**src/rtl/stream_vadd_multi.sv**
```systemverilog
// Multi-input stream vector add/subtract kernel with an ap_ctrl_hs handshake.
// It closes every run with a single EOT element and flags EOT count mismatches.
module stream_vadd_multi #(
  parameter int NUM_IN     = 2,
  parameter int DATA_WIDTH = 32,
  parameter bit SATURATE   = 1'b0
) (
  input  logic                             ap_clk,
  input  logic                             ap_rst,
  input  logic                             ap_start,
  output logic                             ap_done,
  output logic                             ap_idle,
  output logic                             ap_ready,
  input  logic [63:0]                      n,
  input  logic                             mode,
  input  logic [NUM_IN*(DATA_WIDTH+1)-1:0] in_dout,
  input  logic [NUM_IN-1:0]                in_empty_n,
  output logic [NUM_IN-1:0]                in_read,
  output logic [DATA_WIDTH:0]              out_din,
  input  logic                             out_full_n,
  output logic                             out_write,
  output logic                             err_eot
);

  localparam int EW    = DATA_WIDTH + 1;
  localparam int ACC_W = DATA_WIDTH + $clog2(NUM_IN) + 1;
  localparam logic signed [ACC_W-1:0] SAT_MAX =
    {{(ACC_W-DATA_WIDTH+1){1'b0}}, {(DATA_WIDTH-1){1'b1}}};
  localparam logic signed [ACC_W-1:0] SAT_MIN =
    {{(ACC_W-DATA_WIDTH+1){1'b1}}, {(DATA_WIDTH-1){1'b0}}};

  typedef enum logic [2:0] {
    S_IDLE     = 3'd0,
    S_RUN      = 3'd1,
    S_FLUSH    = 3'd2,
    S_SEND_EOT = 3'd3,
    S_WAIT_EOT = 3'd4,
    S_DONE     = 3'd5
  } state_t;

  function automatic logic signed [ACC_W-1:0] sext(input logic [DATA_WIDTH-1:0] v);
    return {{(ACC_W-DATA_WIDTH){v[DATA_WIDTH-1]}}, v};
  endfunction

  function automatic logic [DATA_WIDTH-1:0] fit_result(input logic signed [ACC_W-1:0] acc);
    logic signed [ACC_W-1:0] clamped;
    if (SATURATE && (acc > SAT_MAX)) begin
      clamped = SAT_MAX;
    end else if (SATURATE && (acc < SAT_MIN)) begin
      clamped = SAT_MIN;
    end else begin
      clamped = acc;
    end
    return clamped[DATA_WIDTH-1:0];
  endfunction

  state_t                  r_state;
  state_t                  w_state_nxt;
  logic [63:0]             r_n;
  logic [63:0]             r_count;
  logic                    r_mode;
  logic                    r_err;
  logic                    r_out_valid;
  logic [DATA_WIDTH:0]     r_out_data;

  logic [DATA_WIDTH-1:0]   w_data [NUM_IN];
  logic [NUM_IN-1:0]       w_eot;
  logic signed [ACC_W-1:0] w_acc;
  logic                    w_all_valid;
  logic                    w_head_eot;
  logic                    w_out_free;
  logic                    w_start_acc;
  logic                    w_fire;
  logic                    w_load_eot;
  logic                    w_err_set;

  for (genvar g = 0; g < NUM_IN; g++) begin : g_unpack
    assign w_data[g] = in_dout[g*EW +: DATA_WIDTH];
    assign w_eot[g]  = in_dout[g*EW + DATA_WIDTH];
  end

  assign w_all_valid = &in_empty_n;
  assign w_head_eot  = |(in_empty_n & w_eot);
  assign w_out_free  = ~r_out_valid | out_full_n;

  assign out_write = r_out_valid & out_full_n;
  assign out_din   = r_out_data;
  assign err_eot   = r_err;
  assign ap_idle   = (r_state == S_IDLE);
  assign ap_done   = (r_state == S_DONE);
  assign ap_ready  = (r_state == S_DONE);

  // Element-wise accumulation over all heads in the widened signed domain.
  always_comb begin
    w_acc = sext(w_data[0]);
    for (int k = 1; k < NUM_IN; k++) begin
      if (r_mode) begin
        w_acc = w_acc - sext(w_data[k]);
      end else begin
        w_acc = w_acc + sext(w_data[k]);
      end
    end
  end

  // Next-state and per-cycle control decode.
  always_comb begin
    w_state_nxt = r_state;
    in_read     = {NUM_IN{1'b0}};
    w_start_acc = 1'b0;
    w_fire      = 1'b0;
    w_load_eot  = 1'b0;
    w_err_set   = 1'b0;
    case (r_state)
      S_IDLE: begin
        if (ap_start) begin
          w_start_acc = 1'b1;
          w_state_nxt = (n == 64'd0) ? S_FLUSH : S_RUN;
        end else begin
          w_state_nxt = S_IDLE;
        end
      end
      S_RUN: begin
        // A close token before the count is met is a short stream.
        if (w_head_eot) begin
          w_err_set   = 1'b1;
          w_state_nxt = S_FLUSH;
        end else if (w_all_valid && w_out_free) begin
          w_fire      = 1'b1;
          in_read     = {NUM_IN{1'b1}};
          w_state_nxt = ((r_count + 64'd1) == r_n) ? S_FLUSH : S_RUN;
        end else begin
          w_state_nxt = S_RUN;
        end
      end
      S_FLUSH: begin
        if (w_all_valid && (&w_eot)) begin
          in_read     = {NUM_IN{1'b1}};
          w_state_nxt = S_SEND_EOT;
        end else begin
          in_read     = in_empty_n & ~w_eot;
          w_err_set   = |(in_empty_n & ~w_eot);
          w_state_nxt = S_FLUSH;
        end
      end
      S_SEND_EOT: begin
        if (w_out_free) begin
          w_load_eot  = 1'b1;
          w_state_nxt = S_WAIT_EOT;
        end else begin
          w_state_nxt = S_SEND_EOT;
        end
      end
      S_WAIT_EOT: begin
        if (out_write) begin
          w_state_nxt = S_DONE;
        end else begin
          w_state_nxt = S_WAIT_EOT;
        end
      end
      S_DONE: begin
        w_state_nxt = S_IDLE;
      end
      default: begin
        w_state_nxt = S_IDLE;
      end
    endcase
  end

  // State, run parameters, element count and sticky EOT error.
  always_ff @(posedge ap_clk or posedge ap_rst) begin
    if (ap_rst) begin
      r_state <= S_IDLE;
      r_n     <= 64'd0;
      r_mode  <= 1'b0;
      r_count <= 64'd0;
      r_err   <= 1'b0;
    end else begin
      r_state <= w_state_nxt;
      if (w_start_acc) begin
        r_n     <= n;
        r_mode  <= mode;
        r_count <= 64'd0;
        r_err   <= 1'b0;
      end else begin
        if (w_fire) begin
          r_count <= r_count + 64'd1;
        end
        if (w_err_set) begin
          r_err <= 1'b1;
        end
      end
    end
  end

  // Single-entry output register; a load wins over a same-cycle drain.
  always_ff @(posedge ap_clk or posedge ap_rst) begin
    if (ap_rst) begin
      r_out_valid <= 1'b0;
      r_out_data  <= '0;
    end else if (w_fire) begin
      r_out_valid <= 1'b1;
      r_out_data  <= {1'b0, fit_result(w_acc)};
    end else if (w_load_eot) begin
      r_out_valid <= 1'b1;
      r_out_data  <= {1'b1, {DATA_WIDTH{1'b0}}};
    end else if (out_write) begin
      r_out_valid <= 1'b0;
    end
  end

endmodule

```
**config.mk**
```make
export PLATFORM = sky130hd
export DESIGN_NAME = stream_vadd_multi
export DESIGN_NICKNAME = d
export VERILOG_FILES = /design/src/rtl/stream_vadd_multi.sv
export SDC_FILE = /design/constraint.sdc
export NUM_CORES = 1
export LEC_CHECK = 0
export CAP_MARGIN = 20
export CORE_MARGIN = 1
export CORE_UTILIZATION = 60
export DETAILED_ROUTE_END_ITERATION = 10
export PLACE_DENSITY = 0.84
export SLEW_MARGIN = 0
export SYNTH_ARGS = -nofsm -noshare
export SYNTH_HDL_FRONTEND = slang
export SYNTH_SLANG_ARGS = --single-unit
```
**constraint.sdc**
```tcl
create_clock -name ap_clk -period 18.8 [get_ports ap_clk]
set_input_delay 5.64 -clock ap_clk [delete_from_list [all_inputs] [get_ports ap_clk]]
set_output_delay 5.64 -clock ap_clk [all_outputs]
set_load 0.05 [all_outputs]
```
==> results_dict.tcl, run 1 <==
set metrics [dict create \
    outcome "finished clean" \
    drt_drc_violations_left 0 \
    drt-initial-drc-count 1015 \
    crit_type "in2out" \
    die-area_mm2 0.02017 \
    ant_nets 0 \
    postCtsSetupRepairBufs 0 \
    drt_first_pass_iters 6 \
    synth-edff-count 0 \
    placement.cell_area_mm2 0.01359 \
    fmaxAchievable_ghz 0.07234 \
    ctsLongestPathBuffers 2 \
    clk_lat_worst_skew_ns 0.45 \
    leakagePower_uw 0.006058 \
    hold_path_class "reg2reg" \
    placementRows 50 \
    setup_ws_ns 4.977 \
    antenna_cells 0 \
    critPathMaxFanout 83 \
    mean_instance_size_in_the_synthesized_netlist_um2 8.180 \
    gp_routability_congestion 1.004 \
    htreeDepth 4 \
    crit_required_ns 13.16 \
    synth-seq-cells 167 \
    number_of_library_cell_types_mapped_by_synthesis 75 \
    timing.final.crit_share_pct 73.53 \
    detail_route.vias_per_cell 6.332 \
    fillerInstances 1478 \
    cts.root.buffer_cell "sky130_fd_sc_hd__clkbuf_16" \
    mappedNetlistArea_mm2 0.01176 \
    cts_tree "yes" \
    seq_area_frac_synth_pct 35.53 \
    synth.yosys.warnings 0 \
    netlist.area_leader.share_pct 35.53 \
    detail_route.wl_per_cell_um 19.37 \
    synthMostInstantiatedCell "sky130_fd_sc_hd__nand2_1" \
    timing.final.crit_period_ns 13.82 \
    timing.rr.end "out_din[31]" \
    first_global_vias 11220 \
    worstHoldStart "r_n[30]" \
    r2r.worst_path.cells 14 \
    synth_async_sr_flop_share_pct 100.0 \
    synth_common_cells "250 x sky130_fd_sc_hd__nand2_1, 167 x sky130_fd_sc_hd__dfrtp_1, 139 x sky130_fd_sc_hd__o21ai_0" \
    tritoncts.num_buffers 17 \
    groute.usage.overall_pct 36.09 \
    maxCapViolations 0 \
    final.setup.tns_ns 0 \
    dp_cells 1808 \
    critical_path.endpoint_type "output port" \
    grt_start_max_net_pins 90 \
    cts.hold.buffers_added 0 \
    grt_first_pass_wirelength_um 56860 \
    timing.critical_path.arrival_ns 8.18 \
    routed-via-count 11660 \
    cts-resized-gates 0 \
    final-instance-count-excl-fill 1841 \
    clock_sinks 167 \
    grt_overflow_total 0 \
    finalClockSkew_ns 0.01408 \
    slew_headroom_pct 27.34 \
    worstHoldEndpoint "r_n[30]" \
    r2r_slack_ns 14.40 \
    syn-num-nets 1609 \
    io_buffer_count 176 \
    fp.dieH_um 142.0 \
    post_route_cells_drive_above_1_share_pct 4.807 \
    max-vdd-ir-drop_uv 96.12 \
    setup-violations-final 0 \
    holdPathStages 2 \
    worstSetupStartpointType "input port" \
    fp.dieW_um 142.0 \
    core_area_mm2 0.01896 \
    leading_area_contributor_after_synthesis "sky130_fd_sc_hd__dfrtp_1" \
    final_area_mm2 0.01425 \
    yosys-top-cells-area "sky130_fd_sc_hd__dfrtp_1 36%, sky130_fd_sc_hd__xnor2_1 8.5%, sky130_fd_sc_hd__nand2_1 8.0%" \
    finalWirelength_um 35670 \
    syn_to_final_growth_pct 21.13 \
    final_max_slew_viol_count 0 \
    place_ws_ns 4.981 \
    hold_viol_final 0 \
    final_nets 1739 \
    power-per-cell-area_mw_per_mm2 125.3 \
    initial_utilization_pct 62.05 \
    cts.reportedPaths.clkPinSlew_ns 0.06 \
    grt_setup_unrepaired "no" \
    design.portCount 177 \
    worstMarginPinSlew_ns 1.089 \
    grt_antenna_before_repair 0 \
    dominantRegCellSynth "sky130_fd_sc_hd__dfrtp_1" \
    post-dp-hpwl_um 26030 \
    post_synth_inst_count 1438 \
    critical_path.reg2reg.startpoint "r_mode" \
]
[worst max path at each step]
stage	startpoint	end	slack [ns]	cells after the start
floorplan	in_empty_n[0]	in_read[0]	5.92	7
global placement	in_empty_n[0]	in_read[1]	5.01	6
detailed placement	in_dout[32]	in_read[0]	4.98	6
CTS	in_empty_n[0]	in_read[1]	4.98	6
global route	in_empty_n[0]	in_read[1]	4.85	6
finish	in_dout[65]	in_read[1]	4.98	6
[worst max-delay path, cell delays in order]
cell and delay [ns]:
sky130_fd_sc_hd__clkdlybuf4s50_1 0.46, sky130_fd_sc_hd__a22oi_1 0.27, sky130_fd_sc_hd__nand2_1 0.15, sky130_fd_sc_hd__or3_4 0.70, sky130_fd_sc_hd__nand2_1 0.15, sky130_fd_sc_hd__clkdlybuf4s50_1 0.81
[layout make-up]
type                    instances  area [um2]  area share, %
inverters                      28       110.1         0.7728
repair buffers                185        1849          12.98
well taps                     260       325.3          2.283
clock buffers                  20       466.7          3.276
clock inverters                12       166.4          1.168
multi-input cells            1169        7151          50.19
flip-flops and latches        167        4179          29.33
[where the power goes]
part	internal (uW)	switching (uW)	total (uW)
Sequential	459	92.7	552
Clock	222	156	377
Combinational	343	513	855
Total	1020	761	1780
[cells in the final DEF (no fill, tap or decap), drive strengths merged, types with 4 or more instances in the layout]
cell | Yosys | routed
o31ai | 30 | 30
nor4 | 41 | 41
clkdlybuf4s50 | 0 | 176
dfrtp | 167 | 167
clkinv | 0 | 5
a2111oi | 4 | 4
o21a | 10 | 10
a22o | 5 | 5
nor2 | 84 | 84
o21ai | 140 | 140
a31oi | 16 | 16
nand4 | 40 | 40
ha | 33 | 33
or4 | 8 | 8
o41ai | 6 | 6
nor3 | 33 | 33
or2 | 6 | 6
or3 | 16 | 16
and2 | 20 | 20
and3 | 17 | 17
buf | 14 | 9
xnor2 | 114 | 114
inv | 28 | 30
nand3 | 96 | 96
a21oi | 53 | 53
and4 | 17 | 17
a21o | 19 | 19
xor2 | 49 | 49
nor2b | 9 | 9
nand2 | 250 | 250
clkbuf | 60 | 20
o211ai | 5 | 5
nand2b | 7 | 7
[per-stage QoR]
step,total power [uW],util (%),hold slack [ns]
after floorplan,1142,-,0.4652
after global placement,1376,71.68,0.4724
after detailed placement,1395,71.68,0.4833
after CTS,1774,75.02,0.5058
after global routing,1883,75.16,0.5207
final,1785,75.16,0.5018
[state kept, by name, indices dropped and copies added (netlist names)]
register / flops
r_count: 64
r_n: 64
out_din: 33
r_state: 3
err_eot: 1
r_mode: 1
r_out_valid: 1
[cells by family (layout without fill, tap and decap cells)]
family / after synthesis / count (layout) / share of synthesized area [%]
DFF: 167 / 167 / 35.53
xor gates and xnor gates: 164 / 164 / 12.33
adders and majority gates: 34 / 34 / 3.681
buffers and inverters: 102 / 245 / 3.819
muxes: 4 / 4 / 0.3617
AOI/OAI and AO/OA: 313 / 313 / 16.17
and+or+nand+nor: 654 / 654 / 28.11
[metal layers]
layer | share of wire [%] | global-route usage [%]
met1 | 39 | 44.66
met2 | 48 | 59.29
met3 | 9.1 | 8.311
met4 | 4.2 | 18.00
met5 | 0 | 0
(Power assumes the default switching activity.)
==> inputs of run 2 (changes only) <==
--- a/config.mk
+++ b/config.mk
@@ -7,9 +7,9 @@
 export LEC_CHECK = 0
 export CAP_MARGIN = 20
 export CORE_MARGIN = 1
-export CORE_UTILIZATION = 60
+export CORE_UTILIZATION = 50
 export DETAILED_ROUTE_END_ITERATION = 10
-export PLACE_DENSITY = 0.84
+export PLACE_DENSITY = 0.75
 export SLEW_MARGIN = 0
 export SYNTH_ARGS = -nofsm -noshare
 export SYNTH_HDL_FRONTEND = slang
==> constraint.sdc (replaced) <==
create_clock -name ap_clk -period 11.4 [get_ports ap_clk]
set_input_delay 3.42 -clock ap_clk [delete_from_list [all_inputs] [get_ports ap_clk]]
set_output_delay 3.42 -clock ap_clk [all_outputs]
set_load 0.05 [all_outputs]
==> results_dict.tcl, run 2 (synthesis gave the netlist of run 1 again) <==
set metrics [dict create \
    outcome "finished clean" \
    leakagePower_uw 0.006029 \
    grt_antenna_before_repair 0 \
    clk_lat_worst_skew_ns 0.43 \
    initial_utilization_pct 51.48 \
    fp.dieW_um 155.4 \
    detail_route.vias_per_cell 5.989 \
    final_max_slew_viol_count 0 \
    max-vdd-ir-drop_uv 139.9 \
    critPathMaxFanout 68 \
    cts.root.buffer_cell "sky130_fd_sc_hd__clkbuf_16" \
    worstSetupStartpointType "input port" \
    die-area_mm2 0.02414 \
    placementRows 55 \
    worstMarginPinSlew_ns 1.069 \
    most-common-layout-cells "249 x sky130_fd_sc_hd__nand2_1, 176 x sky130_fd_sc_hd__clkdlybuf4s50_1, 167 x sky130_fd_sc_hd__dfrtp_1" \
    power-per-cell-area_mw_per_mm2 202.6 \
    design.portCount 177 \
    drt_first_pass_iters 6 \
    core_area_mm2 0.02285 \
    cts.reportedPaths.clkPinSlew_ns 0.06 \
    antenna_cells 0 \
    hold_path_class "reg2reg" \
    final.setup.tns_ns 0 \
    critPathBufInv 2 \
    htreeDepth 4 \
    grt_overflow_total 0 \
    cts_tree "yes" \
    critical_path.max_stage_delay_ns 0.82 \
    timing.final.crit_share_pct 83.22 \
    drt_drc_violations_left 0 \
    post_route_cells_drive_above_1_share_pct 4.867 \
    drt-initial-drc-count 924 \
    groute.usage.overall_pct 30.69 \
    post-layout-total-power_uw 2889 \
    timing.final.crit_period_ns 9.487 \
    syn_to_final_growth_pct 21.21 \
    clock_sinks 167 \
    hold_viol_final 0 \
    tritoncts.num_buffers 17 \
    fmaxAchievable_ghz 0.1054 \
    finalWirelength_um 36020 \
    timing.critical_path.cells "clkdlybuf4s50_1, a22oi_1, nand2_1, or3_4, nand2_1, clkdlybuf4s50_1" \
    crit_required_ns 7.98 \
    setup-violations-final 0 \
    detail_route.wl_per_cell_um 19.01 \
    cts-resized-gates 0 \
    worst_path_dominant_cell_family "buffers and inverters" \
    crit_type "in2out" \
    io_buffer_count 176 \
    power_frac_clock_pct 20.3 \
    cts.hold.buffers_added 0 \
    sequential_share_of_power_pct 31.2 \
    fp.dieH_um 155.4 \
    gp_routability_congestion 0.9725 \
    first_global_vias 10980 \
    timing.critical_path.slowest_stage_cell "sky130_fd_sc_hd__clkdlybuf4s50_1" \
    ant_nets 0 \
    routed-via-count 11350 \
    critical_path.endpoint_type "output port" \
    switching_power_uw 1237 \
    grt_first_pass_wirelength_um 57780 \
    power.combinational.fraction_pct 48.5 \
    p_int_uw 1652 \
    grt_start_max_net_pins 103 \
    timing.critical_path.arrival_ns 6.07 \
    maxCapViolations 0 \
    swShare_pct 42.82 \
    final_common_cell "sky130_fd_sc_hd__nand2_1" \
    final_nets 1740 \
    slew_headroom_pct 28.06 \
    postCtsSetupRepairBufs 0 \
    grt_setup_unrepaired "no" \
    post-dp-hpwl_um 26980 \
    ctsLongestPathBuffers 2 \
    finalClockSkew_ns 0.008670 \
]
-- run 2: cell types whose count changed in the layout (fill, tap and decap cells not counted) --
cell / before / now
sky130_fd_sc_hd__clkinv_4: 5 / 1
sky130_fd_sc_hd__clkinv_2: 0 / 3
sky130_fd_sc_hd__buf_16: 1 / 0
sky130_fd_sc_hd__clkinvlp_4: 2 / 5
sky130_fd_sc_hd__clkbuf_8: 3 / 1
sky130_fd_sc_hd__buf_4: 8 / 10
sky130_fd_sc_hd__bufinv_16: 3 / 2
sky130_fd_sc_hd__inv_8: 0 / 1
-- run 2: power by group through the flow --
stage / Sequential (uW) / Combinational [uW] / Clock [uW]
global route: 917 / 1550 / 615
CTS: 901 / 1400 / 592
detailed placement: 908 / 1390 / 0
global placement: 909 / 1380 / 0
floorplan: 1020 / 862 / 0
finish: 901 / 1400 / 587
-- run 2: through the flow --
stage	hold WS, ns	instance area, um2	utilization, %	instances	setup slack [ns]
after floorplan	0.4652	11760	-	1438	2.956
after global placement	0.4741	13670	59.82	1863	1.954
after detailed placement	0.4785	13670	59.82	1863	1.928
after CTS	0.4930	14260	62.40	1895	1.922
after global routing	0.5166	14260	62.40	1895	1.847
final	0.4910	14260	62.40	1895	1.913
-- run 2: final timing paths --
| path | start | end | slack [ns] | cells past startpoint |
|---|---|---|---|---|
| min reg2reg | err_eot | err_eot | 0.49 | 1 |
| max | in_empty_n[0] | in_read[1] | 1.91 | 6 |
| min | err_eot | err_eot | 0.49 | 1 |
| max in group asynchronous | ap_rst | r_n[20] | 6.43 | 3 |
| max reg2reg | r_count[2] | r_state[1] | 7.43 | 9 |
| min in group asynchronous | ap_rst | out_din[1] | 3.52 | 2 |
-- run 2: cell type report --
type / instances / area (um2)
fillers: 2015 / 8589
multi-input cells: 1169 / 7151
well taps: 313 / 391.6
inverters: 28 / 110.1
flip-flops and latches: 167 / 4179
repair buffers: 186 / 1837
clock inverters: 14 / 150.1
clock buffers: 18 / 439.2
-- run 2: per-layer routing --
metal	share of wire, %	track usage [%]	vias to the layer above
met2	47	50.97	438
met1	41	38.50	5435
li1	-	-	5390
met5	0	0	-
met4	3.6	12.46	0
met3	7.7	7.075	87
